`config.mk`:
```
export PLATFORM = sky130hd
export DESIGN_NAME = signed_seq_div
export DESIGN_NICKNAME = d
export VERILOG_FILES = /design/src/rtl/signed_seq_div.sv
export SDC_FILE = /design/constraint.sdc
export NUM_CORES = 1
export LEC_CHECK = 0
export CAP_MARGIN = 20
export CORE_MARGIN = 3
export CORE_UTILIZATION = 50
export CTS_CLUSTER_DIAMETER = 40
export DETAILED_ROUTE_END_ITERATION = 16
export PLACE_DENSITY = 0.72
export SLEW_MARGIN = 0
export SYNTH_ARGS = -nofsm -noshare
export SYNTH_HDL_FRONTEND = slang
export SYNTH_SLANG_ARGS = --single-unit
```
`constraint.sdc`:
```
create_clock -name clk -period 4.23 [get_ports clk]
set_clock_uncertainty 0.2 [all_clocks]
set_input_delay 0.846 -clock clk [delete_from_list [all_inputs] [get_ports clk]]
set_output_delay 0.846 -clock clk [all_outputs]
set_load 0.1 [all_outputs]
```
`src/rtl/signed_seq_div.sv`:
```
`default_nettype none
// ============================================================================
// signed_seq_div : multicycle signed divider, 2N-bit dividend / N-bit divisor,
// restoring shift-subtract on magnitudes with sign fix-up, saturation and
// divide-by-zero flags. Optional macro DIV_REMAINDER_EN builds the remainder path.
// Revision: 1.0
// ============================================================================
module signed_seq_div #(
  parameter int N = 4
) (
  input  logic           clk,
  input  logic           rst,
  input  logic           start,
  input  logic [2*N-1:0] dividend,
  input  logic [N-1:0]   divisor,
  output logic           busy,
  output logic           done,
  output logic [N-1:0]   quotient,
  output logic [N-1:0]   remainder,
  output logic           ovf,
  output logic           dz
);

  localparam int W  = 2 * N;
  localparam int CW = $clog2(W + 1);

  localparam logic [2:0] S_IDLE = 3'd0;
  localparam logic [2:0] S_LOAD = 3'd1;
  localparam logic [2:0] S_ITER = 3'd2;
  localparam logic [2:0] S_FIX  = 3'd3;
  localparam logic [2:0] S_DONE = 3'd4;

  localparam logic [W-1:0]  POS_LIM   = W'((1 << (N - 1)) - 1);
  localparam logic [W-1:0]  NEG_LIM   = W'(1 << (N - 1));
  localparam logic [N-1:0]  Q_MAX     = {1'b0, {(N-1){1'b1}}};
  localparam logic [N-1:0]  Q_MIN     = {1'b1, {(N-1){1'b0}}};
  localparam logic [CW-1:0] ITER_LAST = CW'(W - 1);

  logic [2:0]    state_q,   state_d;
  logic [W-1:0]  op_dvd_q,  op_dvd_d;
  logic [N-1:0]  op_dsr_q,  op_dsr_d;
  logic [W-1:0]  acc_q,     acc_d;
  logic [N-1:0]  dsr_mag_q, dsr_mag_d;
  logic [N-1:0]  rem_q,     rem_d;
  logic          sgn_dvd_q, sgn_dvd_d;
  logic          sgn_dsr_q, sgn_dsr_d;
  logic          dz_pend_q, dz_pend_d;
  logic [CW-1:0] cnt_q,     cnt_d;
  logic [N-1:0]  quo_q,     quo_d;
  logic          ovf_q,     ovf_d;
  logic          dz_q,      dz_d;
`ifdef DIV_REMAINDER_EN
  logic [N-1:0]  rmd_q,     rmd_d;
  logic [N-1:0]  w_r_twos;
`endif

  logic [N:0]    w_rem_shift;
  logic [N-1:0]  w_rem_sub;
  logic          w_fits;
  logic          w_q_neg;
  logic          w_ovf;
  logic [N-1:0]  w_q_twos;

  always_comb begin
    // Partial remainder stays below |divisor| <= 2^(N-1), so the shifted value fits N+1 bits
    // and a successful subtraction always fits N bits.
    w_rem_shift = {rem_q, acc_q[W-1]};
    w_rem_sub   = w_rem_shift[N-1:0] - dsr_mag_q;
    w_fits      = (w_rem_shift >= {1'b0, dsr_mag_q});
    w_q_neg     = sgn_dvd_q ^ sgn_dsr_q;
    w_ovf       = w_q_neg ? (acc_q > NEG_LIM) : (acc_q > POS_LIM);
    w_q_twos    = {N{1'b0}} - acc_q[N-1:0];
`ifdef DIV_REMAINDER_EN
    w_r_twos    = {N{1'b0}} - rem_q;
`endif
  end

  always_comb begin
    state_d   = state_q;
    op_dvd_d  = op_dvd_q;
    op_dsr_d  = op_dsr_q;
    acc_d     = acc_q;
    dsr_mag_d = dsr_mag_q;
    rem_d     = rem_q;
    sgn_dvd_d = sgn_dvd_q;
    sgn_dsr_d = sgn_dsr_q;
    dz_pend_d = dz_pend_q;
    cnt_d     = cnt_q;
    quo_d     = quo_q;
    ovf_d     = ovf_q;
    dz_d      = dz_q;
`ifdef DIV_REMAINDER_EN
    rmd_d     = rmd_q;
`endif

    case (state_q)
      S_IDLE: begin
        if (start) begin
          op_dvd_d = dividend;
          op_dsr_d = divisor;
          state_d  = S_LOAD;
        end
      end

      S_LOAD: begin
        // Unsigned magnitudes: negating the most negative value yields 2^(W-1) as unsigned.
        sgn_dvd_d = op_dvd_q[W-1];
        sgn_dsr_d = op_dsr_q[N-1];
        acc_d     = op_dvd_q[W-1] ? ({W{1'b0}} - op_dvd_q) : op_dvd_q;
        dsr_mag_d = op_dsr_q[N-1] ? ({N{1'b0}} - op_dsr_q) : op_dsr_q;
        rem_d     = {N{1'b0}};
        cnt_d     = {CW{1'b0}};
        dz_pend_d = (op_dsr_q == {N{1'b0}});
        state_d   = (op_dsr_q == {N{1'b0}}) ? S_FIX : S_ITER;
      end

      S_ITER: begin
        // acc shifts the dividend out at the top and the quotient in at the bottom.
        rem_d = w_fits ? w_rem_sub : w_rem_shift[N-1:0];
        acc_d = {acc_q[W-2:0], w_fits};
        cnt_d = cnt_q + 1'b1;
        if (cnt_q == ITER_LAST) begin
          state_d = S_FIX;
        end
      end

      S_FIX: begin
        if (dz_pend_q) begin
          quo_d = sgn_dvd_q ? Q_MIN : Q_MAX;
          ovf_d = 1'b0;
          dz_d  = 1'b1;
`ifdef DIV_REMAINDER_EN
          rmd_d = {N{1'b0}};
`endif
        end else if (w_ovf) begin
          quo_d = w_q_neg ? Q_MIN : Q_MAX;
          ovf_d = 1'b1;
          dz_d  = 1'b0;
`ifdef DIV_REMAINDER_EN
          rmd_d = {N{1'b0}};
`endif
        end else begin
          quo_d = w_q_neg ? w_q_twos : acc_q[N-1:0];
          ovf_d = 1'b0;
          dz_d  = 1'b0;
`ifdef DIV_REMAINDER_EN
          rmd_d = sgn_dvd_q ? w_r_twos : rem_q;
`endif
        end
        state_d = S_DONE;
      end

      S_DONE: begin
        state_d = S_IDLE;
      end

      default: begin
        state_d = S_IDLE;
      end
    endcase
  end

  always_ff @(posedge clk or posedge rst) begin
    if (rst) begin
      state_q   <= S_IDLE;
      op_dvd_q  <= {W{1'b0}};
      op_dsr_q  <= {N{1'b0}};
      acc_q     <= {W{1'b0}};
      dsr_mag_q <= {N{1'b0}};
      rem_q     <= {N{1'b0}};
      sgn_dvd_q <= 1'b0;
      sgn_dsr_q <= 1'b0;
      dz_pend_q <= 1'b0;
      cnt_q     <= {CW{1'b0}};
      quo_q     <= {N{1'b0}};
      ovf_q     <= 1'b0;
      dz_q      <= 1'b0;
    end else begin
      state_q   <= state_d;
      op_dvd_q  <= op_dvd_d;
      op_dsr_q  <= op_dsr_d;
      acc_q     <= acc_d;
      dsr_mag_q <= dsr_mag_d;
      rem_q     <= rem_d;
      sgn_dvd_q <= sgn_dvd_d;
      sgn_dsr_q <= sgn_dsr_d;
      dz_pend_q <= dz_pend_d;
      cnt_q     <= cnt_d;
      quo_q     <= quo_d;
      ovf_q     <= ovf_d;
      dz_q      <= dz_d;
    end
  end

`ifdef DIV_REMAINDER_EN
  always_ff @(posedge clk or posedge rst) begin
    if (rst) begin
      rmd_q <= {N{1'b0}};
    end else begin
      rmd_q <= rmd_d;
    end
  end
  assign remainder = rmd_q;
`else
  assign remainder = {N{1'b0}};
`endif

  assign busy     = (state_q == S_LOAD) || (state_q == S_ITER) || (state_q == S_FIX);
  assign done     = (state_q == S_DONE);
  assign quotient = quo_q;
  assign ovf      = ovf_q;
  assign dz       = dz_q;

endmodule
`default_nettype wire

```
==> Yosys cells after proc, flatten, opt, wreduce, memory -nomap -nowiden <==
Index checks and enable logic that the tools add are counted.
{ "classes": {"n_addsub": 5, "n_lt_le_gt_ge": 3, "n_eq_ne": 7, "mux": 19, "n_bitwise": 1, "reduce_logical": 7} }
{ "op_table": {"columns": ["operator", "n"], "rows": [
  ["4-bit 2-to-1 mux", 7],
  ["4-bit case mux with 2 select lines", 2],
  ["8-bit case mux with 2 select lines", 1],
  ["3-bit case mux with 4 select lines", 1],
  ["8-bit by 3-bit greater-than comparator with 1-bit output, second input constant", 1],
  ["8-bit by 4-bit greater-than comparator with 1-bit output, second input constant", 1],
  ["8-bit 2-to-1 mux", 1],
  ["1-bit by 4-bit subtractor with 4-bit output, first input constant", 2],
  ["1-bit by 8-bit subtractor with 8-bit output, first input constant", 1],
  ["3-bit by 2-bit == test with 1-bit output, second input constant", 2],
  ["3-bit 2-to-1 mux", 2],
  ["5-bit by 4-bit >= comparator with 1-bit output", 1],
  ["1-bit 2-to-1 mux", 5],
  ["4-bit by 1-bit adder with 4-bit output, second input constant", 1],
  ["4-bit by 3-bit == test with 1-bit output, second input constant", 1],
  ["4-bit logical NOT", 1],
  ["2-bit inequality test, second input constant", 2],
  ["2-bit AND reduction", 2],
  ["4-bit subtractor", 1],
  ["3-bit by 1-bit == test with 1-bit output, second input constant", 1],
  ["3-bit == test, second input constant", 1],
  ["3-bit logical NOT", 1],
  ["1-bit logical OR", 2],
  ["2-bit nonzero test", 1],
  ["1-bit bitwise XOR", 1]
]} }
{ "totals": {"reg_bits": 44, "output_inout_bits": 12} }

==> Longest topological paths before layout <==
{ "logic_depth": {"ltp_word": 4, "depth_mapped": 7} }

==> Worst setup path before layout <==
No wires, ideal clock.
{ "synth_timing": {"kind": "register to output", "start": "reg state_q[2]", "end": "out busy", "t_arrival_ns": 1.845, "required_time_ns": 3.184, "path_slack_ns": 1.339, "stages_incl_launch_ff": 3, "n_path_buf": 1, "cell_sequence": "dfrtp_1 -> clkbuf_1 -> nor2_1"} }
{ "synth_between": {"elab_chain_cells": 3, "elab_cells_between_ends": 5} }
{ "synth_rtl": {"columns": ["item", "line", "text"], "rows": [
  ["start, declared", "39", "logic [2:0] state_q, state_d;"],
  ["start signal, assigned", "179", "state_q <= state_d;"],
  ["3-bit by 1-bit == test with 1-bit output / 3-bit by 2-bit == test with 1-bit output (equally long branches)", "208", "assign busy = (state_q == S_LOAD) || (state_q == S_ITER) || (state_q == S_FIX);"],
  ["1-bit logical OR", "208", null],
  ["1-bit logical OR *", "208", null],
  ["end, declared", "16", "output logic busy,"]
]} }
Mark *: on every way between the ends. The rest lies on a longest branch, timed or not.

==> Final worst setup path <==
{ "layout_timing": {"start": "reg state_q[2]", "end": "out done"} }
{ "layout_between": {"elab_chain_cells": 1} }
{ "layout_rtl": {"columns": ["item", "line", "text"], "rows": [
  ["3-bit == test", "209", "assign done = (state_q == S_DONE);"],
  ["end, declared", "17", "output logic done,"]
]} }
No other way between the ends.

==> qor.csv <==
metric;value;unit
status;finished clean;
postCtsSetupBuffers;0;
maxCapViolCount;0;
synth_cell_types;51;
end_kind;output pin;
die_area;5650;um2
via_per_inst;5.62;
path_clk_slew;0.08;ns
synth_flop_cell;dfrtp_1;
post-synth-top-area-fraction;46.0;%
cp.required;3.18;ns
clockBufferDepth;2;
fin_setup_tns;0;ns
synthTopCellsByArea;dfrtp_1 46%, o21ai_0 4.8%, nand2_1 4.6%, ha_1 4.2%, mux2_2 3.8%;
antennaDiodeCount;0;
grt_max_degree;28;
hp-class;register to register;
critPathLaunchType;register;
synth_compound_area_share;16.3;%
synth_adder_area_share;5.02;%
min_period_over_period;75.3;%
synthMuxAreaShare;5.44;%
grt_pass1_wl;7470;um
area_growth;12.9;%
drt-total-wl;4550;um
worst-r2r-cell-count;6;
cts-root-buf;clkbuf_8;
cts_hold_buf;0;
synth_seq_area_share;46.0;%
overflow;0;
rsz0062_at_grt;false;
port_buffers;22;
path_class;register to output pin;
antenna_found_initial;0;
grt_pass1_vias;1620;
synth_edf_count;0;
cts_buffers;5;
cp.arrival;2.14;ns
async_flop_share;100;%
dp_hpwl;3420;um
vias;1765;
ff2ff_setup_slack;1.71;ns
finalHoldViolCount;0;
cts_max_level;2;
fin_util;60.3;%
synthMostInstantiatedCell;dfrtp_1;
wire_per_inst;14.5;um
synth-seq-cells;44;
coreArea;4470;um2
hold_depth;2;
drc;0;
routabilityCongestion;0.799;
drtIter0Drc;114;
num-fill-cells;380;
nNetsFinal;286;
drive_gt1_share;9.92;%
start_util;53.4;%
die_h;75.2;um
yosys.area_share.simple;17.4;%
synth_top_area_cell;dfrtp_1;
synth_warnings;0;
cts.sinks;44;
whs_endpoint;dz;
report.final.slew_viol_count;0;
holdCritStartpoint;dz;
ios;27;
drt_first_pass_iters;4;
fin_crit;3.18;ns
netlist_instances;241;
synth_common_cells;44 x dfrtp_1, 29 x nand2_1, 23 x o21ai_0;
synthXorXnorAreaFrac;3.61;%
grt_usage;17.5;%
finalSetupViolCount;0;
clock_latency;0.29;ns
worst_pin_slew;0.971;ns
relSlewSlack;35.1;%
timing.rr.start;state_q[1];
cp_max_fo;13;
fp.dieW;75.2;um
row_count;24;
syn_avg_cell_area;9.92;um2
cts_resized;0;
max_freq;314;MHz
worstReg2RegEnd;acc_q[4];
ant_nets;0;
syn_area;2390;um2
synth_top_family_by_area;simple AND/OR/NAND/NOR gates;
cts_tree;done;
[layer usage]
layer / up-vias / track usage [%] / share of wire, %
li1: 878 / - / -
met1: 849 / 25.4 / 49
met2: 33 / 27.1 / 45
met3: 5 / 3.60 / 4.7
met4: 0 / 4.08 / 0.84
met5: - / 0 / 0
[cell families after synthesis]
kind of cell / after synthesis
adder cells (fa/ha/maj): 9
buffers and inverters: 29
AND/OR/NAND/NOR: 78
other: 1
flip-flops: 44
AO/OA/AOI/OAI: 59
XOR/XNOR: 9
multiplexers: 12
[metrics by stage]
stage / cell area [um2] / hold slack, ns / cells / setup slack [ns]
after global routing: 2700 / 0.308 / 314 / 0.942
final: 2700 / 0.283 / 314 / 1.05
after CTS: 2700 / 0.290 / 314 / 1.04
after detailed placement: 2620 / 0.271 / 307 / 1.36
after floorplan: 2400 / 0.248 / 244 / 1.34
after global placement: 2620 / 0.264 / 307 / 1.38
[critical path, cell delays in order (launching register included)]
cell,delay (ns)
dfrtp_1,0.55
and2_1,0.18
clkdlybuf4s50_1,1.12
[area by class of cell]
type | instances | area, um2 | share of cell area, %
clock inverter | 2 | 12.5 | 0.464
timing repair buffer | 24 | 235 | 8.72
tap | 52 | 65.1 | 2.41
clock buffer | 5 | 68.8 | 2.55
inverter | 16 | 60.1 | 2.23
multi-input combinational | 171 | 1160 | 42.8
sequential | 44 | 1100 | 40.8
[state kept, by name, indices dropped and copies added (netlist names), 3 cells and up]
name,count
state_q,3
acc_q,8
quotient,4
dsr_mag_q,4
cnt_q,4
op_dsr_q,4
rem_q,4
op_dvd_q,8
[worst max path at each step]
stage          cells past startpoint    to  slack (ns)       start
2_1_floorplan                      2  busy        1.34  state_q[2]
3_3_place_gp                       3  done        1.38  state_q[0]
3_5_place_dp                       3  done        1.36  state_q[0]
4_1_cts                            3  done        1.04  state_q[0]
5_1_grt                            3  done        0.94  state_q[0]
6_report                           2  done        1.05  state_q[2]
[cells in the final DEF (no fill, tap or decap), drive strengths merged, types with 3 or more instances in the layout]
master          n
nor4            4
conb            4
a22o            5
nand2b          7
o21ai          24
clkdlybuf4s50  22
xnor2           4
mux2i           4
nand2          29
o31ai           3
dfrtp          44
a22oi           4
nand4           3
ha              8
mux2            8
inv            15
nor2           14
clkbuf          5
xor2            5
nand3           4
a21oi          10
Power is left out: the tool's default activity adds up to more than one toggle a clock period on the data nets, which glitch-free logic cannot reach.
